`config.mk`:
```
export PLATFORM = sky130hd
export DESIGN_NAME = multicycle_controller
export DESIGN_NICKNAME = d
export VERILOG_FILES = /design/src/rtl/multicycle_controller_pkg.sv /design/src/rtl/multicycle_controller_alu_decoder.sv /design/src/rtl/multicycle_controller.sv
export SDC_FILE = /design/constraint.sdc
export NUM_CORES = 1
export LEC_CHECK = 0
export CAP_MARGIN = 5
export CORE_MARGIN = 2
export CORE_UTILIZATION = 38
export DETAILED_ROUTE_END_ITERATION = 12
export GPL_ROUTABILITY_DRIVEN = 0
export PLACE_DENSITY = 0.85
export SLEW_MARGIN = 10
export SYNTH_ARGS = -nofsm -noshare
export SYNTH_HDL_FRONTEND = slang
export SYNTH_SLANG_ARGS = --single-unit
```
`constraint.sdc`:
```
create_clock -name clk -period 2.6 [get_ports clk]
set_input_delay 0.52 -clock clk [delete_from_list [all_inputs] [get_ports clk]]
set_output_delay 0.52 -clock clk [all_outputs]
set_load 0.03 [all_outputs]
```
`src/rtl/multicycle_controller_pkg.sv`:
```
// Shared encodings for the multicycle RV32I controller:
// FSM states, opcodes, ALU controls and datapath select codes.
package riscv_mc_pkg;

    typedef enum logic [3:0] {
        FETCH,
        DECODE,
        MEMADR,
        MEMREAD,
        MEMWB,
        MEMWRITE,
        EXECR,
        EXECI,
        ALUWB,
        JAL,
        BEQ,
        ERROR
    } state_t;

    localparam logic [6:0] OP_LW  = 7'b0000011;
    localparam logic [6:0] OP_SW  = 7'b0100011;
    localparam logic [6:0] OP_R   = 7'b0110011;
    localparam logic [6:0] OP_I   = 7'b0010011;
    localparam logic [6:0] OP_JAL = 7'b1101111;
    localparam logic [6:0] OP_BEQ = 7'b1100011;

    localparam logic [1:0] ALUOP_ADD = 2'b00;
    localparam logic [1:0] ALUOP_SUB = 2'b01;
    localparam logic [1:0] ALUOP_FN  = 2'b10;

    localparam logic [2:0] ALU_ADD = 3'b000;
    localparam logic [2:0] ALU_SUB = 3'b001;
    localparam logic [2:0] ALU_AND = 3'b010;
    localparam logic [2:0] ALU_OR  = 3'b011;
    localparam logic [2:0] ALU_SLT = 3'b101;

    localparam logic [1:0] RES_ALUOUT = 2'b00;
    localparam logic [1:0] RES_DATA   = 2'b01;
    localparam logic [1:0] RES_ALURES = 2'b10;

    localparam logic [1:0] SRCA_PC    = 2'b00;
    localparam logic [1:0] SRCA_OLDPC = 2'b01;
    localparam logic [1:0] SRCA_RS1   = 2'b10;

    localparam logic [1:0] SRCB_RS2 = 2'b00;
    localparam logic [1:0] SRCB_IMM = 2'b01;
    localparam logic [1:0] SRCB_4   = 2'b10;

    localparam logic [1:0] IMM_I = 2'b00;
    localparam logic [1:0] IMM_S = 2'b01;
    localparam logic [1:0] IMM_B = 2'b10;
    localparam logic [1:0] IMM_J = 2'b11;

    function automatic logic [1:0] imm_src(input logic [6:0] op);
        logic [1:0] r;
        r = IMM_I;
        case (op)
            OP_SW:   r = IMM_S;
            OP_BEQ:  r = IMM_B;
            OP_JAL:  r = IMM_J;
            default: r = IMM_I;
        endcase
        return r;
    endfunction

endpackage

```
`src/rtl/multicycle_controller_alu_decoder.sv`:
```
// ALU operation decode from ALUOp and the IR funct fields.
module mc_alu_decoder
    import riscv_mc_pkg::*;
(
    input  logic [1:0] alu_op,
    input  logic [2:0] funct3,
    input  logic       funct7b5,
    input  logic       op5,
    output logic [2:0] alu_control
);
    always_comb begin
        alu_control = ALU_ADD;
        case (alu_op)
            ALUOP_ADD: alu_control = ALU_ADD;
            ALUOP_SUB: alu_control = ALU_SUB;
            ALUOP_FN: begin
                case (funct3)
                    // addi never subtracts: op5 is 0 for I-type
                    3'b000:  alu_control = (op5 & funct7b5) ? ALU_SUB : ALU_ADD;
                    3'b010:  alu_control = ALU_SLT;
                    3'b110:  alu_control = ALU_OR;
                    3'b111:  alu_control = ALU_AND;
                    default: alu_control = ALU_ADD;
                endcase
            end
            default: alu_control = ALU_ADD;
        endcase
    end
endmodule

```
`src/rtl/multicycle_controller.sv`:
```
// Moore FSM sequencing the shared multicycle RV32I datapath,
// with memory-ready stalls and a sticky illegal-opcode trap.
module multicycle_controller
    import riscv_mc_pkg::*;
#(
    parameter bit MEM_WAIT_EN = 1'b1
) (
    input  logic       clk,
    input  logic       reset,
    input  logic [6:0] op,
    input  logic [2:0] funct3,
    input  logic       funct7b5,
    input  logic       Zero,
    input  logic       mem_ready,
    output logic       PCWrite,
    output logic       AdrSrc,
    output logic       MemWrite,
    output logic       IRWrite,
    output logic [1:0] ResultSrc,
    output logic [1:0] ALUSrcA,
    output logic [1:0] ALUSrcB,
    output logic [2:0] ALUControl,
    output logic [1:0] ImmSrc,
    output logic       RegWrite,
    output logic       illegal,
    output logic [3:0] state_dbg
);
    state_t     state_q, state_d;
    logic [1:0] alu_op;
    logic       rdy;
    logic       pc_write, ir_write, mem_write, reg_write;

    assign rdy = MEM_WAIT_EN ? mem_ready : 1'b1;

    always_comb begin
        state_d   = state_q;
        pc_write  = 1'b0;
        ir_write  = 1'b0;
        mem_write = 1'b0;
        reg_write = 1'b0;
        AdrSrc    = 1'b0;
        ResultSrc = RES_ALUOUT;
        ALUSrcA   = SRCA_PC;
        ALUSrcB   = SRCB_RS2;
        alu_op    = ALUOP_ADD;
        case (state_q)
            FETCH: begin
                ALUSrcB   = SRCB_4;
                ResultSrc = RES_ALURES;
                ir_write  = rdy;
                pc_write  = rdy;
                if (rdy) state_d = DECODE;
            end
            DECODE: begin
                ALUSrcA = SRCA_OLDPC;
                ALUSrcB = SRCB_IMM;
                case (op)
                    OP_LW, OP_SW: state_d = MEMADR;
                    OP_R:         state_d = EXECR;
                    OP_I:         state_d = EXECI;
                    OP_JAL:       state_d = JAL;
                    OP_BEQ:       state_d = BEQ;
                    default:      state_d = ERROR;
                endcase
            end
            MEMADR: begin
                ALUSrcA = SRCA_RS1;
                ALUSrcB = SRCB_IMM;
                state_d = op[5] ? MEMWRITE : MEMREAD;
            end
            MEMREAD: begin
                AdrSrc = 1'b1;
                if (rdy) state_d = MEMWB;
            end
            MEMWB: begin
                ResultSrc = RES_DATA;
                reg_write = 1'b1;
                state_d   = FETCH;
            end
            // strobe held; nothing else moves so address/data stay put
            MEMWRITE: begin
                AdrSrc    = 1'b1;
                mem_write = 1'b1;
                if (rdy) state_d = FETCH;
            end
            EXECR: begin
                ALUSrcA = SRCA_RS1;
                alu_op  = ALUOP_FN;
                state_d = ALUWB;
            end
            EXECI: begin
                ALUSrcA = SRCA_RS1;
                ALUSrcB = SRCB_IMM;
                alu_op  = ALUOP_FN;
                state_d = ALUWB;
            end
            ALUWB: begin
                reg_write = 1'b1;
                state_d   = FETCH;
            end
            JAL: begin
                ALUSrcA  = SRCA_OLDPC;
                ALUSrcB  = SRCB_4;
                pc_write = 1'b1;
                state_d  = ALUWB;
            end
            BEQ: begin
                ALUSrcA  = SRCA_RS1;
                alu_op   = ALUOP_SUB;
                pc_write = Zero;
                state_d  = FETCH;
            end
            ERROR:   state_d = ERROR;
            default: state_d = FETCH;
        endcase
    end

    always_ff @(posedge clk) begin
        if (reset) state_q <= FETCH;
        else       state_q <= state_d;
    end

    assign PCWrite   = pc_write & ~reset;
    assign IRWrite   = ir_write & ~reset;
    assign MemWrite  = mem_write & ~reset;
    assign RegWrite  = reg_write & ~reset;
    assign ImmSrc    = imm_src(op);
    assign illegal   = (state_q == ERROR);
    assign state_dbg = state_q;

    mc_alu_decoder u_alu_dec (
        .alu_op      (alu_op),
        .funct3      (funct3),
        .funct7b5    (funct7b5),
        .op5         (op[5]),
        .alu_control (ALUControl)
    );
endmodule

```
# Yosys cells after proc, flatten, opt, wreduce, memory -nomap -nowiden
# Cells that the tools add are included.
# word_totals
register_bits	4
latchBits	0
mem_bits_rw	0
mem_bits_ro	0
in_bits	15
output_inout_bits	21
word_cells	63
n_memories	0
# op_classes
addsub	0
n_mul	0
n_div	0
magnitude_cmp	0
n_eq_ne	25
shifts	0
muxes	19
bitwise	6
n_reduce_logical	12
# ops
operator	n
$pmux W4 S7	1
$pmux W4 S5	1
$eq A4 B3 Y1 const B	4
$eq A4 B4 Y1 const B	4
$pmux W2 S2	4
$eq A7 B6 Y1 const B	2
$eq A7 B7 Y1 const B	2
$mux W4	3
$pmux W3 S4	1
$reduce_or A2 Y1	6
$eq A4 B2 Y1 const B	2
$eq A7 B2 Y1 const B	1
$eq A7 B5 Y1 const B	1
$eq A3 B3 Y1 const B	2
$ne A2 B2 Y1 const B	3
$pmux W2 S3	1
$pmux W3 S2	1
$reduce_or A3 Y1	2
$and A1 B1 Y1	5
$mux W1	5
$eq A4 B1 Y1 const B	1
$logic_not A4 Y1	1
$reduce_or A4 Y1	1
$eq A3 B2 Y1 const B	1
7 further kinds	7

# Logic depth before layout (Yosys ltp)
# Gate-level depths: netlist (run 1).
# depth
word_depth	5
depth_mapped	8
ltp_nobuf	6

# By module
# A second synthesis (run 1) with hierarchy kept.
# hier_totals
hier_cells	95
area_unflattened_um2	643.1
# by_module_without_submodules
mod	instances	cells_each	area_per_inst_um2	seq_area_each_um2
multicycle_controller	1	84	546.8	80.1
mc_alu_decoder	1	11	96.3	0.0

# Least setup slack after synthesis (run 1)
# Ideal clock, no wire load.
# synth_timing
path_kind	reg-to-output
startpoint	register state_q[3], in the netlist state_dbg[3]
endpoint	output port ALUControl[1]
arrival_ps	2285
required_time_ps	2080
path_slack_ps	-205
stages_incl_launch_ff	6
path_buffers	2
path_cell_list	dfxtp_1 > clkbuf_1 > buf_2 > nand3_1 > ha_1 > nor3_1
# synth_via
elab_chain_len	5
elab_cells_between_ends	8
classes_between	eq/ne: 5; mux: 2; reduce/logical: 1
# synth_lines
element	line	rtl
start: declaration	multicycle_controller.sv:28	state_t state_q, state_d;
start signal: assignment	multicycle_controller.sv:120	else state_q <= state_d;
$eq A4 B3 Y1	multicycle_controller.sv:46	case (state_q)
$reduce_or A2 Y1 (no source line)	--	
$pmux W2 S2 *	multicycle_controller.sv:46	
$eq A2 B2 Y1 / $eq A2 B1 Y1 (equally long branches)	multicycle_controller_alu_decoder.sv:13	case (alu_op)
$pmux W3 S2 *	multicycle_controller_alu_decoder.sv:13	
end: declaration	multicycle_controller.sv:22	output logic [2:0] ALUControl,
# Every way passes the cells marked *; elsewhere a longest branch is shown, timed or not.

# Worst setup path in the final report (run 1)
# layout_timing
startpoint	register state_q[2], in the netlist state_dbg[2]
endpoint	output port ALUSrcA[1]
# layout_via
elab_chain_len	3
elab_cells_between_ends	9
classes_between	eq/ne: 6; mux: 1; reduce/logical: 2
# layout_lines
element	line	rtl
$eq A4 B3 Y1, or another cell as far along	multicycle_controller.sv:46	
$reduce_or A4 Y1 (no source line) / $reduce_or A2 Y1 (equally long branches)	--	
$pmux W2 S2 *	multicycle_controller.sv:46	
end: declaration	multicycle_controller.sv:20	output logic [1:0] ALUSrcA,
# Marks and branches as above.

==> results of run 1 <==
-- per-stage QoR --
stage,area [µm²],power [mW]
after floorplan,668,0.638
after global placement,1010,0.885
after detailed placement,1010,0.894
after CTS,1030,0.980
after global routing,1040,1.06
final,1040,0.986
-- placed cells by master, fill, tap and decap left out, types with 2 or more instances in the layout --
cell type / n
inv_1: 4
xor2_1: 3
nand2b_1: 5
ha_1: 2
nor3_1: 5
nand2_1: 10
and3_1: 2
clkdlybuf4s50_1: 26
o41ai_1: 2
nor2_1: 9
o21a_1: 2
clkbuf_4: 3
a31oi_1: 2
a21oi_1: 4
nor4_1: 4
dfxtp_2: 3
nand3_1: 3
xnor2_1: 2
buf_4: 14
nor3_2: 2
-- area by class of cell --
cell class                 count  area, µm²  area share [%]
clock buffer                   3       22.5            2.17
inverter                       5       18.8            1.81
multi-input combinational     78        528            50.8
sequential                     4       83.8            8.07
tap                           16       20.0            1.93
timing repair buffer          40        365            35.2
-- worst reg2reg max path, delay by kind of cell, from the launching register on --
family,cells,cell delay [ps]
and+or+nand+nor,1,90
DFF,1,590
buffers and inverters,1,250
AOI/OAI and AO/OA,3,850
-- worst min-delay path by stage --
stage                               to  slack, ps  cells past startpoint
after floorplan           state_dbg[0]        700                      3
after global placement    state_dbg[0]        790                      3
after detailed placement  state_dbg[0]        800                      3
after CTS                 state_dbg[0]        810                      3
after global routing      state_dbg[0]        760                      3
final                     state_dbg[0]        720                      3
-- report_power, final --
group	total [mW]	switching, mW	leakage (nW)	internal, mW
sequential	0.165	0.0793	0.0339	0.0859
combinational	0.738	0.404	0.365	0.334
clock	0.0835	0.0314	0.0138	0.0520
total	0.986	0.515	0.413	0.472
-- per-layer routing --
layer / vias up / wire length, µm / track usage (%) / share of wire [%]
met5: - / 0 / 0 / 0
met2: 32 / 1010 / 36.3 / 52
met4: 0 / 28 / 8.82 / 1.4
met1: 385 / 799 / 24.2 / 41
li1: 420 / - / - / -
met3: 6 / 101 / 6.35 / 5.2
-- logic make-up after synthesis --
kind of cell               count (synthesis)  share of synthesized area, %
buffers and inverters                     14                          9.21
AOI/OAI and AO/OA                         21                          24.6
adders and majority gates                  2                          3.84
DFF                                        4                          12.3
xor gates and xnor gates                   5                          6.72
and+or+nand+nor                           50                          43.4
==> results.toml, run 1 <==
[status]
status = "complete, no violations"

[logic_synthesis]
ys_top_cells_by_count = "nand2_1 (10), nor2_1 (9), nor3_1 (7), nand2b_1 (5)"
synthTopCellsByArea = "dfxtp_1 (12%), nand2_1 (5.8%), nor3_1 (5.4%), nor2_1 (5.2%), nand2b_1 (4.8%)"
syn-mean-instance-area_um2 = 6.79
async_flop_share_pct = 0
yosysTopAreaCellShare_pct = 12.3
ys_ff_latch = 4
yosysMostFrequentCell = "nand2_1"
yosys_warnings = 0
syn_inst = 96
synth_cell_type_count = 42
ys_seq_area_share_pct = 12.3
synth_top_area_cell = "dfxtp_1"
netlist_area_um2 = 652
synth-edff-count = 0
syn_nets = 113
synthFlopType = "dfxtp_1"

[routing]
drt_iter0_markers = 7
vias = 843
vias_per_cell = 5.77
postRouteAntennaNets = 0
drc_errors = 0
wire_per_inst_um = 13.3
wirelength_um = 1940
drt-pass1-iter-count = 4

[die]
die_h_um = 45.4
core_mm2 = 0.00156
rows = 14
die_w_um = 45.4
pin_count = 36
die_area_mm2 = 0.00206
floorplan.initialDensity_pct = 41.8

[placed_design]
dp_hpwl_um = 1500
preCtsSetupSlack_ps = 162
numPortBuffers = 35
place_inst = 143

[global_routing]
grt_pass1_wl_um = 3230
antenna_found_initial = 0
grt_pass1_vias = 763
overflow = 0
grt.total_usage_pct = 21.2
grt_max_degree = 23

[hold_path]
min_from = "state_dbg[0]"
hold_class = "reg2reg"

[final_layout]
areaGrowthSynthToFinish_pct = 59.3
drive_above_1_share_pct = 22.3
largest_reg_flops = 4
final_cells = 146
final_nets = 149
utilization_pct = 66.6
n_antenna_cell = 0
fillers = 136

[worst_setup_path]
slowest_stage = "clkdlybuf4s50_1"
critPathLaunchType = "flop"
r2r-end = "state_dbg[2]"
r2r_start = "state_dbg[2]"
regToRegSetupSlack_ps = 720
crit_cells = 3
crit_buf_inv = 1
path_class = "reg2out"
cp_slowest_stage_delay_ps = 660
required_ps = 2080
endpoint = "ALUSrcA[1]"
reg2regPathDepth = 5
worstPathArrival_ps = 2000
end_kind = "output pin"
crit_chain = "nand2b_1, and3_1, clkdlybuf4s50_1"
critical_path.top_delay_family = "buffers and inverters"
worstPathMaxFanout = 13
startpoint = "state_dbg[2]"

[sta]
setup_viol = 0
worst_slack_ps = 84.5
hold_viol_final = 0
period_minus_slack_ps = 2520
max_slew.worst_pin.slew_ps = 507
clock.fmax_ghz = 0.398
fin_tns_setup_ps = 0
slew_headroom_pct = 65.8
slew_violations = 0
timing.hold.ws_ps = 721
post-route-period-util_pct = 96.8
skew_ps = 0.895

[clock_network]
cts_buffers = 3
cts_resized = 0
clkLatencyLatePin_ps = 250
hold_buffers = 0
clk_pin_slew_ps = 40
clk_path_buf_depth = 2
cts_root_buffer = "clkbuf_4"
cts_tree = "yes"
cts_setup_buffers = 0
cts.sinks = 4
cts_max_level = 1

[power]
power_leakage_nw = 0.413
power_density_mw_per_mm2 = 950
peakVddDrop_mv = 0.716

[run]
drv_cap = 0
Power figures use the tool's default switching activity.
==> run 2: changes to the inputs <==
--- a/config.mk
+++ b/config.mk
@@ -6,7 +6,6 @@
 export NUM_CORES = 1
 export LEC_CHECK = 0
 export CAP_MARGIN = 5
-export CORE_MARGIN = 2
 export CORE_UTILIZATION = 38
 export DETAILED_ROUTE_END_ITERATION = 12
 export GPL_ROUTABILITY_DRIVEN = 0
==> run 2 against run 1 <==
The run now ends with DRC left; count of clock-buffer cells in the layout stayed put; clock power is 5.4% lower; flip-flop and latch count stayed put; routed wire length is 4.5% lower; core utilization is 0.080 points higher; hold slack worse by 29 ps; critical path type is now in2out.
==> results.toml, run 2 (synthesized netlist as in run 1, its figures left out) <==
[routing]
drt_iter0_markers = 21
wirelength_um = 1850
drt-pass1-iter-count = 8
vias = 808
drc_errors = 6
wire_per_inst_um = 12.7
vias_per_cell = 5.53
postRouteAntennaNets = 0

[sta]
skew_ps = 8.12
rsz0062_at_grt = "false"
slew_headroom_pct = 66.5
period_minus_slack_ps = 2410
timing.hold.ws_ps = 692
fin_tns_setup_ps = 0
setup_viol = 0
clock.fmax_ghz = 0.415
hold_viol_final = 0
slew_violations = 0
post-route-period-util_pct = 92.8
max_slew.worst_pin.slew_ps = 496

[final_layout]
final_cell_mix = "clkdlybuf4s50_1 (26), buf_4 (14), nand2_1 (10)"
areaGrowthSynthToFinish_pct = 59.5
final_nets = 149
final_common_cell = "clkdlybuf4s50_1"
drive_above_1_share_pct = 23.1
largest_reg_flops = 4
fillers = 151
n_antenna_cell = 0

[clock_network]
cts_setup_buffers = 0
cts_root_buffer = "clkbuf_4"
clk_pin_slew_ps = 40
cts.sinks = 4
clkLatencyLatePin_ps = 240
cts_max_level = 1
cts_tree = "yes"
clk_path_buf_depth = 2
cts_buffers = 3

[placed_design]
numPortBuffers = 35
dp_hpwl_um = 1410

[worst_setup_path]
required_ps = 2080
slowest_stage = "or4_4"
crit_chain = "clkdlybuf4s50_1, or4_4, a21oi_1, buf_4"
critPathLaunchType = "input port"
crit_buf_inv = 2
path_class = "in2out"
crit_cells = 4
worstPathMaxFanout = 4
worstPathArrival_ps = 1890
end_kind = "output pin"
critical_path.top_delay_family = "buffers and inverters"
cp_slowest_stage_delay_ps = 580
reg2regPathDepth = 5

[global_routing]
grt.total_usage_pct = 21.7
grt_pass1_vias = 708
overflow = 0
antenna_found_initial = 0
grt_max_degree = 23
grt_pass1_wl_um = 3150

[hold_path]
hold_class = "reg2reg"
holdPathStages = 2

[die]
die_area_mm2 = 0.00189
rows = 14
floorplan.initialDensity_pct = 41.8
pin_count = 36
core_mm2 = 0.00156
die_h_um = 43.4
die_w_um = 43.4

[status]
violations = "DRC"
status = "finished, violations left"

[power]
p_switching_mw = 0.510
peakVddDrop_mv = 0.695
total_power_mw = 0.982
power_leakage_nw = 0.413
p_clk_share_pct = 8.0
seqPwrFrac_pct = 16.8
swShare_pct = 52.0
p_int_mw = 0.472
power_density_mw_per_mm2 = 944
p_comb_share_pct = 75.1

[run]
drv_cap = 0
==> run 2: cell counts in the layout (fill, tap and decap cells not counted) <==
No cell type changed its count.
==> run 2: final timing paths <==
check,start,to,slack (ps)
setup / recovery,op[3],ImmSrc[0],190
hold / removal,state_dbg[2],state_dbg[3],690
setup reg to reg,state_dbg[3],state_dbg[2],940
hold reg to reg,state_dbg[2],state_dbg[3],690
==> run 2: worst register-to-register path, stage by stage, from the launching register on <==
cell	delay (ps)
dfxtp_2	430
buf_4	210
nor4b_4	320
nand2_1	90
o22a_1	200
a2111oi_2	310
==> run 2: power groups by stage <==
stage / Clock, mW / Sequential [mW] / Combinational [mW]
final: 0.0790 / 0.165 / 0.738
after global routing: 0.0859 / 0.175 / 0.797
after CTS: 0.0815 / 0.160 / 0.738
after detailed placement: 0 / 0.160 / 0.736
after global placement: 0 / 0.159 / 0.725
after floorplan: 0 / 0.141 / 0.497
==> run 2: routing by layer <==
metal | vias up | global-route usage [%] | wire length (µm)
met2 | 32 | 37.0 | 895
met1 | 358 | 28.4 | 834
met4 | 0 | 7.50 | 14
met3 | 3 | 2.50 | 103
li1 | 415 | - | -
met5 | - | 0 | 0
==> run 2: area by class of cell <==
type / count / area, µm² / area share, %
Timing Repair Buffer: 40 / 365 / 35.1
Sequential cell: 4 / 85.1 / 8.18
Inverter: 5 / 18.8 / 1.81
Multi-Input combinational cell: 78 / 528 / 50.8
Tap cell: 16 / 20.0 / 1.93
Clock buffer: 3 / 22.5 / 2.17
==> run 2: per-stage QoR <==
| stage | instances | utilization [%] | worst slack (ps) | cell area, µm² |
|---|---|---|---|---|
| floorplan | 96 | - | 16.0 | 668 |
| global placement | 143 | 64.9 | 210 | 1010 |
| detailed placement | 143 | 64.9 | 185 | 1010 |
| CTS | 146 | 66.4 | 34.6 | 1030 |
| global route | 146 | 66.7 | 56.2 | 1040 |
| finish | 146 | 66.7 | 188 | 1040 |
==> run 2: repair_timing <==
action                     in CTS  in global routing
hold endpoints to repair        0                  0
setup endpoints to repair       0                  5
hold buffers                    0                  0
gates resized for setup         0                  4
==> run 3: changes to the inputs <==
--- a/config.mk
+++ b/config.mk
@@ -14,3 +14,4 @@
 export SYNTH_ARGS = -nofsm -noshare
 export SYNTH_HDL_FRONTEND = slang
 export SYNTH_SLANG_ARGS = --single-unit
+export TNS_END_PERCENT = 20
==> constraint.sdc (replaced) <==
create_clock -name clk -period 2.6 [get_ports clk]
set_input_delay 0.26 -clock clk [delete_from_list [all_inputs] [get_ports clk]]
set_output_delay 0.26 -clock clk [all_outputs]
set_load 0.03 [all_outputs]
==> run 3 against run 2 <==
The flow still finishes with violations (DRC); design area increased by 0.84%; power rose by 0.28%; sequential power fell by 34%; worst setup slack lost 34 ps; clock skew is 1.8 ps higher; sequential share of layout area decreased by 0.55 points; clock power is 6.3% higher; fmax fell by 1.4%; hold slack improved by 21 ps; combinational power rose by 7.3%; core utilization increased by 0.56 points; flip-flop and latch count is the same.
==> results.toml, run 3 (synthesized netlist as in run 1, its figures left out) <==
[sta]
rsz0062_at_grt = "false"
hold_viol_final = 0
fin_tns_setup_ps = 0
slew_violations = 0
period_minus_slack_ps = 2450
skew_ps = 9.93
max_slew.worst_pin.slew_ps = 507
post-route-period-util_pct = 94.1
timing.hold.ws_ps = 713
slew_headroom_pct = 65.8
setup_viol = 0
clock.fmax_ghz = 0.409
worst_slack_ps = 154

[global_routing]
overflow = 0
grt_pass1_wl_um = 2950
grt.total_usage_pct = 21.2
grt_max_degree = 19
antenna_found_initial = 0
grt_pass1_vias = 684

[final_layout]
fillers = 142
drive_above_1_share_pct = 11.5
final_common_cell = "clkdlybuf4s50_1"
final_cells = 147
multi_input_area_um2 = 512
final_nets = 150
largest_reg_flops = 4
final_cell_mix = "clkdlybuf4s50_1 (35), nand2_1 (10), nor2_1 (9)"
ff_latch_area_um2 = 80.1
areaGrowthSynthToFinish_pct = 60.8
n_antenna_cell = 0

[clock_network]
clkLatencyLatePin_ps = 250
cts_setup_buffers = 0
clk_pin_slew_ps = 40
cts_root_buffer = "clkbuf_4"
hold_buffers = 0
clk_path_buf_depth = 2
cts.sinks = 4
cts_resized = 0
cts_tree = "yes"
cts_max_level = 1
cts_buffers = 3

[worst_setup_path]
regToRegSetupSlack_ps = 930
path_class = "reg2out"
worstPathArrival_ps = 2190
worstPathMaxFanout = 11
end_kind = "output pin"
r2r-end = "state_dbg[2]"
critPathLaunchType = "flop"
reg2regPathDepth = 5
r2r_start = "state_dbg[3]"
required_ps = 2340

[placed_design]
dp_hpwl_um = 1380
numPortBuffers = 35
place_inst = 144
preCtsSetupSlack_ps = 175

[status]
status = "finished, violations left"
violations = "DRC"

[routing]
drt-pass1-iter-count = 8
postRouteAntennaNets = 0
vias_per_cell = 5.71
vias = 839
drt_iter0_markers = 19
wire_per_inst_um = 12.2
drc_errors = 4
wirelength_um = 1800

[die]
die_area_mm2 = 0.00189
pin_count = 36
core_mm2 = 0.00156
die_w_um = 43.4
rows = 14
die_h_um = 43.4
floorplan.initialDensity_pct = 41.8

[power]
p_clk_share_pct = 8.5
p_switching_mw = 0.506
peakVddDrop_mv = 0.623
power_density_mw_per_mm2 = 939
swShare_pct = 51.4
total_power_mw = 0.985
p_comb_share_pct = 80.4
p_int_mw = 0.479
seqPwrFrac_pct = 11.1
power_leakage_nw = 0.396

[run]
drv_cap = 0

[hold_path]
min_from = "state_dbg[2]"
hold_class = "reg2reg"
holdPathStages = 2
hold_end = "state_dbg[3]"
## run 3: cell count changes in the layout (fill, tap and decap cells not counted), sizes merged
cell,change
clkdlybuf4s50,+9
buf,-8
## run 3: final cells by class
| cell class | count | area share (%) |
|---|---|---|
| inverters | 5 | 1.79 |
| clock buffers | 3 | 2.15 |
| well taps | 16 | 1.91 |
| repair buffers | 41 | 37.7 |
| flip-flops and latches | 4 | 7.64 |
| multi-input cells | 78 | 48.8 |
## run 3: power by group through the flow
stage	clock, mW	combinational [mW]	sequential (mW)
3_5_place_dp	0	0.790	0.110
5_1_grt	0.0919	0.855	0.113
6_report	0.0840	0.792	0.109
4_1_cts	0.0872	0.793	0.109
3_3_place_gp	0	0.783	0.107
2_1_floorplan	0	0.493	0.141
## run 3: per-layer routing
layer  global-route usage, %  up-vias  part of all wire [%]
li1                        -      417                     -
met1                    24.2      397                    45
met2                    36.4       21                    49
met3                    6.25        4                   4.9
met4                    9.38        0                   1.3
met5                       0        -                     0
## run 3: critical path: stages (launching register included)
cell and delay [ps]:
dfxtp_1 520, nand3b_1 210, inv_1 60, ha_1 280, nor3_1 170, clkdlybuf4s50_1 700
## run 3: worst max-delay path by stage
stage | start | to
after detailed placement | op[3] | ImmSrc[0]
after CTS | state_dbg[3] | ALUControl[1]
after global routing | state_dbg[3] | ALUControl[1]
after global placement | op[3] | ImmSrc[0]
final | state_dbg[3] | ALUControl[1]
after floorplan | state_dbg[3] | ALUControl[1]
## run 3: through the flow
step           util, %  cell area, µm²
2_1_floorplan        -             652
3_3_place_gp      65.8            1030
3_5_place_dp      65.8            1030
4_1_cts           67.3            1050
5_1_grt           67.3            1050
6_report          67.3            1050
